### config.mk
export PLATFORM = sky130hd
export DESIGN_NAME = note_sequencer_flat
export DESIGN_NICKNAME = d
export VERILOG_FILES = /design/src/rtl/note_seq_pkg.sv /design/src/rtl/note_sequencer_if.sv /design/src/rtl/note_seq_table.sv /design/src/rtl/note_sequencer.sv /design/src/flat_wrapper.sv
export SDC_FILE = /design/constraint.sdc
export NUM_CORES = 1
export LEC_CHECK = 0
export CORE_ASPECT_RATIO = 0.75
export CORE_UTILIZATION = 50
export CTS_CLUSTER_SIZE = 40
export DETAILED_ROUTE_END_ITERATION = 12
export PLACE_DENSITY_LB_ADDON = 0.25
export SKIP_LAST_GASP = 1
export SLEW_MARGIN = 0
export SYNTH_ARGS = -nofsm -noshare
export SYNTH_HDL_FRONTEND = slang
export SYNTH_SLANG_ARGS = --single-unit
### constraint.sdc
create_clock -name clk -period 8.75 [get_ports clk]
set_input_delay 1.75 -clock clk [delete_from_list [all_inputs] [get_ports clk]]
set_output_delay 1.75 -clock clk [all_outputs]
set_load 0.005 [all_outputs]
### src/rtl/note_seq_pkg.sv
// Shared types and widths for the song-level note sequencer.
package note_seq_pkg;

  localparam int unsigned note_w = 3;
  localparam int unsigned gap_w  = 8;

  typedef enum logic [1:0] {
    st_idle  = 2'd0,
    st_issue = 2'd1,
    st_gap   = 2'd2,
    st_done  = 2'd3
  } state_t;

endpackage : note_seq_pkg

### src/rtl/note_sequencer_if.sv
// Valid/ready play-note channel between the sequencer and the multi-note player.
interface note_sequencer_if;
  import note_seq_pkg::*;

  logic              val;
  logic              rdy;
  logic [note_w-1:0] num;

  modport master (output val, output num, input rdy);
  modport slave  (input val, input num, output rdy);

endinterface : note_sequencer_if

### src/rtl/note_seq_table.sv
// Song table: register file with one synchronous write port and one combinational read port.
module note_seq_table
  import note_seq_pkg::*;
#(
  parameter int unsigned p_nentries = 16,
  localparam int unsigned a_w = (p_nentries > 1) ? $clog2(p_nentries) : 1
) (
  input  logic              clk,
  input  logic              rst,
  input  logic              wr_en,
  input  logic [a_w-1:0]    wr_addr,
  input  logic [note_w-1:0] wr_data,
  input  logic [a_w-1:0]    rd_addr,
  output logic [note_w-1:0] rd_data
);

  logic [note_w-1:0] mem [p_nentries];

  always_ff @(posedge clk) begin
    if (rst) begin
      for (int i = 0; i < int'(p_nentries); i++) begin
        mem[i] <= '0;
      end
    end else if (wr_en) begin
      mem[wr_addr] <= wr_data;
    end
  end

  assign rd_data = mem[rd_addr];

endmodule : note_seq_table

### src/rtl/note_sequencer.sv
// Song controller: plays table entries over the play-note channel with optional gap and looping.
module note_sequencer
  import note_seq_pkg::*;
#(
  parameter int unsigned p_nentries = 16,
  localparam int unsigned a_w = (p_nentries > 1) ? $clog2(p_nentries) : 1
) (
  input  logic              clk,
  input  logic              rst,
  input  logic              wr_en,
  input  logic [a_w-1:0]    wr_addr,
  input  logic [note_w-1:0] wr_data,
  input  logic [a_w-1:0]    song_last,
  input  logic [gap_w-1:0]  gap_cycles,
  input  logic              loop,
  input  logic              start,
  input  logic              stop,
  output logic              busy,
  output logic [a_w-1:0]    cur_idx,
  output logic              done,
  note_sequencer_if.master  play_note
);

  state_t            state_q, state_d;
  logic [a_w-1:0]    idx_q, idx_d;
  logic [gap_w-1:0]  cnt_q, cnt_d;
  logic [a_w-1:0]    last_q, last_d;
  logic [gap_w-1:0]  gap_q, gap_d;
  logic              loop_q, loop_d;

  logic              busy_q, busy_d;
  logic              done_q, done_d;
  logic              val_q, val_d;
  logic [note_w-1:0] num_q, num_d;
  logic [a_w-1:0]    cur_idx_q, cur_idx_d;

  logic              wr_fire;
  logic              fire;
  logic [note_w-1:0] tbl_rd;
  logic [note_w-1:0] rd_note;

  // Table is frozen while busy so the presented note cannot change under val.
  assign wr_fire = wr_en && (state_q == st_idle);
  assign fire    = val_q && play_note.rdy;

  note_seq_table #(.p_nentries(p_nentries)) u_table (
    .clk     (clk),
    .rst     (rst),
    .wr_en   (wr_fire),
    .wr_addr (wr_addr),
    .wr_data (wr_data),
    .rd_addr (idx_d),
    .rd_data (tbl_rd)
  );

  // Forward a same-edge write so a start coinciding with a write sees the new note.
  assign rd_note = (wr_fire && (wr_addr == idx_d)) ? wr_data : tbl_rd;

  always_ff @(posedge clk) begin
    if (rst) begin
      state_q   <= st_idle;
      idx_q     <= '0;
      cnt_q     <= '0;
      last_q    <= '0;
      gap_q     <= '0;
      loop_q    <= 1'b0;
      busy_q    <= 1'b0;
      done_q    <= 1'b0;
      val_q     <= 1'b0;
      num_q     <= '0;
      cur_idx_q <= '0;
    end else begin
      state_q   <= state_d;
      idx_q     <= idx_d;
      cnt_q     <= cnt_d;
      last_q    <= last_d;
      gap_q     <= gap_d;
      loop_q    <= loop_d;
      busy_q    <= busy_d;
      done_q    <= done_d;
      val_q     <= val_d;
      num_q     <= num_d;
      cur_idx_q <= cur_idx_d;
    end
  end

  always_comb begin
    state_d = state_q;
    idx_d   = idx_q;
    cnt_d   = cnt_q;
    last_d  = last_q;
    gap_d   = gap_q;
    loop_d  = loop_q;

    unique case (state_q)
      st_idle: begin
        if (start && !stop) begin
          last_d  = song_last;
          gap_d   = gap_cycles;
          loop_d  = loop;
          idx_d   = '0;
          state_d = st_issue;
        end
      end
      st_issue: begin
        if (stop) begin
          state_d = st_idle;
        end else if (fire) begin
          if ((idx_q == last_q) && !loop_q) begin
            state_d = st_done;
          end else begin
            idx_d = (idx_q == last_q) ? '0 : idx_q + a_w'(1);
            if (gap_q != '0) begin
              cnt_d   = gap_q;
              state_d = st_gap;
            end
          end
        end
      end
      st_gap: begin
        cnt_d = cnt_q - gap_w'(1);
        if (stop) begin
          state_d = st_idle;
        end else if (cnt_q == gap_w'(1)) begin
          state_d = st_issue;
        end
      end
      st_done: begin
        state_d = st_idle;
      end
      default: begin
        state_d = st_idle;
      end
    endcase

    busy_d    = (state_d != st_idle);
    done_d    = (state_d == st_done);
    val_d     = (state_d == st_issue);
    num_d     = val_d ? rd_note : '0;
    cur_idx_d = val_d ? idx_d : cur_idx_q;
  end

  assign busy          = busy_q;
  assign done          = done_q;
  assign cur_idx       = cur_idx_q;
  assign play_note.val = val_q;
  assign play_note.num = num_q;

endmodule : note_sequencer

### src/flat_wrapper.sv
// flat-port wrapper written by rule: the top's interface ports become plain ports
module note_sequencer_flat import note_seq_pkg::*;
#(
  parameter int unsigned p_nentries = 16,
  localparam int unsigned a_w = (p_nentries > 1) ? $clog2(p_nentries) : 1
)
  (clk, rst, wr_en, wr_addr, wr_data, song_last, gap_cycles, loop, start, stop, busy, cur_idx, done, play_note_val, play_note_num, play_note_rdy);
  note_sequencer_if play_note_i ();
  input  logic clk;
  input  logic rst;
  input  logic wr_en;
  input  logic [a_w-1:0] wr_addr;
  input  logic [note_w-1:0] wr_data;
  input  logic [a_w-1:0] song_last;
  input  logic [gap_w-1:0] gap_cycles;
  input  logic loop;
  input  logic start;
  input  logic stop;
  output logic busy;
  output logic [a_w-1:0] cur_idx;
  output logic done;
  output wire logic [$bits(play_note_i.val)-1:0] play_note_val;
  output wire logic [$bits(play_note_i.num)-1:0] play_note_num;
  input wire logic [$bits(play_note_i.rdy)-1:0] play_note_rdy;
  assign play_note_val = play_note_i.val;
  assign play_note_num = play_note_i.num;
  assign play_note_i.rdy = play_note_rdy;
  note_sequencer #(.p_nentries(p_nentries)) u_core (.clk(clk), .rst(rst), .wr_en(wr_en), .wr_addr(wr_addr), .wr_data(wr_data), .song_last(song_last), .gap_cycles(gap_cycles), .loop(loop), .start(start), .stop(stop), .busy(busy), .cur_idx(cur_idx), .done(done), .play_note(play_note_i));
endmodule
After elaboration in Yosys (flattened, before gate mapping)
Memory sizes are Yosys's and may differ from the RTL's. A register that Yosys moved wholly into a read port is not among the register bits.
Cells that the tools add are included.

word-level totals
  bits in writable memories = 48
  flip-flop bits (word level) = 34
  memories = 1
  input bits = 26

operators by class
  bitwise operators = 1
  equal/unequal tests = 11
  add/sub/neg operators = 2
  reductions and logical operators = 14
  multiplexer cells = 27

memory list
  memory              depth  bits a word  rd ports  clocked after Yosys merged registers in  wr ports  RTL line              source
  u_core.u_table.mem  16     3            1         1                                        16        note_seq_table.sv:17  logic [note_w-1:0] mem [p_nentries];

operators by type and width
  operator                                                               count
  8-bit two-way mux                                                      4
  4-bit two-way mux                                                      6
  8-bit one-hot mux with 2 select lines                                  1
  2-bit two-way mux                                                      7
  8-bit by 1-bit equality test with 1-bit output, second input constant  1
  2-bit one-hot mux with 4 select lines                                  1
  4-bit one-hot mux with 2 select lines                                  1
  8-bit nonzero test                                                     1
  8-bit by 1-bit subtractor with 8-bit output, second input constant     1
  2-bit equality test, second input constant                             3
  1-bit two-way mux                                                      6
  5-bit AND reduction                                                    1
  4-bit by 1-bit adder with 4-bit output, second input constant          1
  2-bit by 1-bit equality test with 1-bit output, second input constant  2
  4-bit equality test                                                    1
  1-bit logical AND                                                      4
  2-bit by 1-bit != test with 1-bit output, second input constant        2
  2-bit != test, second input constant                                   2
  2-bit nonzero test                                                     2
  3-bit two-way mux                                                      1
  3-bit OR reduction                                                     1
  1-bit zero test                                                        2
  2-bit zero test                                                        1
  2-bit AND reduction                                                    1
  other kinds (2)                                                        2

Logic depth before layout (Yosys ltp)
  depth after elaboration = 9
  depth in mapped cells = 10

Hierarchy
A second synthesis with hierarchy kept.

unflattened totals
  cells, all modules = 410
  area total of the unflattened synthesis = 4320.4 µm²

modules (own cells, without submodules)
  module          area each (µm²)  instances  cells an instance  sequential area each (µm²)
  note_seq_table  2377.3           1          169                1441.4
  note_sequencer  1943.1           1          241                740.7

Worst setup path before layout
No wires, ideal clock.

  kind = input-to-reg
  from = input stop
  to = register u_core.num_q[0] (netlist: u_core.play_note.num[0]) (read register of u_core.u_table.mem)
  library setup time = 0.120 ns
  setup slack = 4.739 ns
  buffers on the path = 1
  stages = 9
  data arrival time = 3.892 ns
  cells stage by stage = or4b_4 buf_6 and3_4 a21o_4 or4_4 o21ai_2 nand4_4 and3_4 a211o_1

on the way
  longest elaborated chain between the ends = 7
  elaborated cells between the ends (all ways) = 12
  those cells by class = eq/ne: 1; mux: 7; bitwise: 1; reduce/logical: 3

RTL lines
  what                                            RTL line               source
  start: declaration                              flat_wrapper.sv:18     input logic stop;
  1-bit zero test                                 note_sequencer.sv:97   if (start && !stop) begin
  1-bit logical AND                               note_sequencer.sv:97
  2-bit two-way mux                               note_sequencer.sv:97
  2-bit one-hot mux with 4 select lines           note_sequencer.sv:95   unique case (state_q)
  2-bit by 1-bit equality test with 1-bit output  note_sequencer.sv:138  val_d = (state_d == st_issue);
  1-bit NOT (no line)                             --
  2-bit OR reduction (no line)                    --
  end: declaration                                note_sequencer.sv:34   logic [note_w-1:0] num_q, num_d;

Several ways; a longest one is shown, not always the timed one.
A chain may end at the register's enable or synchronous reset.

Worst setup path after layout
Ends and elaborated chain as after synthesis.

==> results.toml <==
[worst_setup_path]
max_stage_delay_ps = 760
critPathBufInv = 1
crit_family = "simple AND/OR/NAND/NOR gates"
cp_cell_sequence = "clkdlybuf4s50_1 -> or4b_4 -> and3_4 -> a21o_4 -> nor2_4 -> mux2i_1 -> a22o_1 -> a221oi_1 -> a211o_1"
path_class = "in2reg"
worstSetupEndpointType = "flip-flop"
slowest_stage = "or4b_4"
critPathLaunchType = "primary input"
critPathMaxFanout = 22
cp.arrival_ps = 5060
crit_required_ps = 9060

[detailed_routing]
remaining_drc_errors = 0
dr.pass1.iters = 5
via_count = 3488
routed_wl_mm = 10.4
first_iter_violations = 320
avgViaCountPerCell = 6.16
wl_per_cell_um = 18.3
postRouteAntennaNets = 0

[timing]
setup_violations = 0
fin_crit_ps = 4760
fin_crit_sh = 0.544
skew_ps = 14.8
fin_setup_tns_ps = 0
hold_viol_final = 0
fmax_mhz = 210
final_max_slew_viol_count = 0
relSlewSlack = 0.251
tightest_slew_ps = 1120
rsz0062_at_grt = "no"

[global_routing]
first_global_vias = 3002
gr-total-overflow = 0
grt_pass1_wl_mm = 16.8
antenna_found_initial = 0
grt_use_total = 0.262
grt_max_degree = 35

[layout]
antenna_cells = 0
final_nets = 485
finalInstanceArea_um2 = 4770
drive_above_1_share = 0.0607
nFillCells = 672
synthToLayoutAreaGrowth_pct = 13.1

[synth]
synthFlopType = "edfxtp_1"
synthesis.nets = 470
syn_area_per_cell_um2 = 9.57
synth_top_area_share = 0.342
ys_seq_area_frac = 0.517
synth_top_cells_by_count = "nand2_1 (54), edfxtp_1 (48), nor2_1 (46), dfxtp_1 (37), nor3_1 (35)"
yosysUniqueCellTypes = 55
synthTopCellsByArea = "edfxtp_1 (34%), dfxtp_1 (18%), nand2_1 (4.8%), mux2i_1 (4.7%), nor3_1 (4.2%)"
synth-async-reset-ratio = 0
syn-cell-area_um2 = 4220
synth.most_common_cell = "nand2_1"
synth_cells = 441
yosysTopAreaCell = "edfxtp_1"
synth_edf_count = 48
synth_warnings = 0
synth-seq-cells = 85

[clock_network]
cts_buffer_depth = 2
cts_buffers = 9
clock_latency_ps = 370
root_buffer = "clkbuf_8"
ctsHtreeMaxLevel = 3
cts-resized-gates = 0
cts.sinks = 85
path_clk_slew_ps = 80
postCtsSetupRepairBufs = 0
cts_hold_buf = 0
cts_tree = "built"

[place]
dp_hpwl_mm = 7.40
gp_congestion = 0.900
io_buffers = 35
placed_cell_area_um2 = 4580

[floorplanning]
core_region_area_um2 = 8020
fp-row-count = 28
io_pins = 36
initial_core_util = 0.526
die_y_um = 81.6
die_x_um = 108
die-area_um2 = 8820

[power_and_ir_drop]
power_per_cell_area_nw_per_um2 = 166
power_leakage_nw = 1.79
ir_drop_v = 0.000125
power_w = 0.000794

[flow_run]
drv_cap = 0

[min_path]
hp-class = "reg2reg"

[outcome]
status = "finished, final reports clean"
[flip-flops by register name, indices dropped and copies added, names as in the netlist]
register and flops:
u_core.last_q 4, u_core.play_note.num 3, u_core.gap_q 8, u_core.loop_q 1, u_core.cur_idx 4, u_core.cnt_q 8, u_core.play_note.val 1, u_core.state_q 2
u_core.busy 1, u_core.idx_q 4, u_core.u_table.mem 48, u_core.done 1
[final timing paths]
kind | start | end | slack [ps] | cells past startpoint
hold / removal | u_core.last_q[1] | u_core.last_q[1] | 480 | 2
setup / recovery | stop | u_core.play_note.num[0] | 3990 | 9
setup reg to reg | u_core.state_q[0] | u_core.play_note.num[0] | 5670 | 8
hold reg to reg | u_core.last_q[1] | u_core.last_q[1] | 480 | 2
[worst reg2reg max path, delay by kind of cell (launching register included)]
family | cells | cell delay (ps)
simple gates | 3 | 1500
mux | 1 | 190
flops | 1 | 400
compound gates | 4 | 930
[per-layer routing]
| metal | part of all wire | up-vias | track usage |
|---|---|---|---|
| li1 | - | 1646 | - |
| met1 | 0.48 | 1644 | 0.412 |
| met2 | 0.41 | 189 | 0.343 |
| met3 | 0.11 | 9 | 0.0683 |
| met4 | 0.0094 | 0 | 0.0726 |
| met5 | 0 | - | 0 |
[placed cells by master (no fill, tap or decap), drive strengths merged, types with 9 or more instances in the layout]
cell           synthesis  final
nor4                  12     12
edfxtp                48     48
nand3                 12     12
clkbuf                29      9
a21oi                 24     24
mux2i                 20     20
inv                   10     13
nor3                  35     35
o21ai                 20     20
nand2                 54     54
dfxtp                 37     37
clkdlybuf4s50          0     35
nor2                  47     47
[kinds of logic after synthesis]
family,synth area share
xor gates and xnor gates,0.0145
DFF,0.517
AOI/OAI and AO/OA,0.141
adders and majority gates,0.00890
and+or+nand+nor,0.230
muxes,0.0474
buffers and inverters,0.0412
[layout make-up]
cell class,instances,area (um2),area share
clock buffers,9,124,0.0259
clock inverters,7,71.3,0.0149
inverters,10,37.5,0.00786
multi-input cells,314,1870,0.392
flip-flops and latches,85,2180,0.457
well taps,105,131,0.0275
repair buffers,36,358,0.0749
[power by group]
part | switching (W) | internal, W | total, W
sequential | 0.00000911 | 0.000435 | 0.000444
combinational | 0.0000417 | 0.0000261 | 0.0000678
clock | 0.000149 | 0.000133 | 0.000282
total | 0.000200 | 0.000595 | 0.000794
[stage by stage]
step	hold slack, ps	utilization	worst slack [ps]	std cells
2_1_floorplan	449	-	4740	441
3_3_place_gp	462	0.571	3760	550
3_5_place_dp	470	0.571	3650	550
4_1_cts	482	0.595	4030	566
5_1_grt	498	0.595	3830	566
6_report	478	0.595	3990	566
No activity file was read; power rests on OpenSTA's default activity.
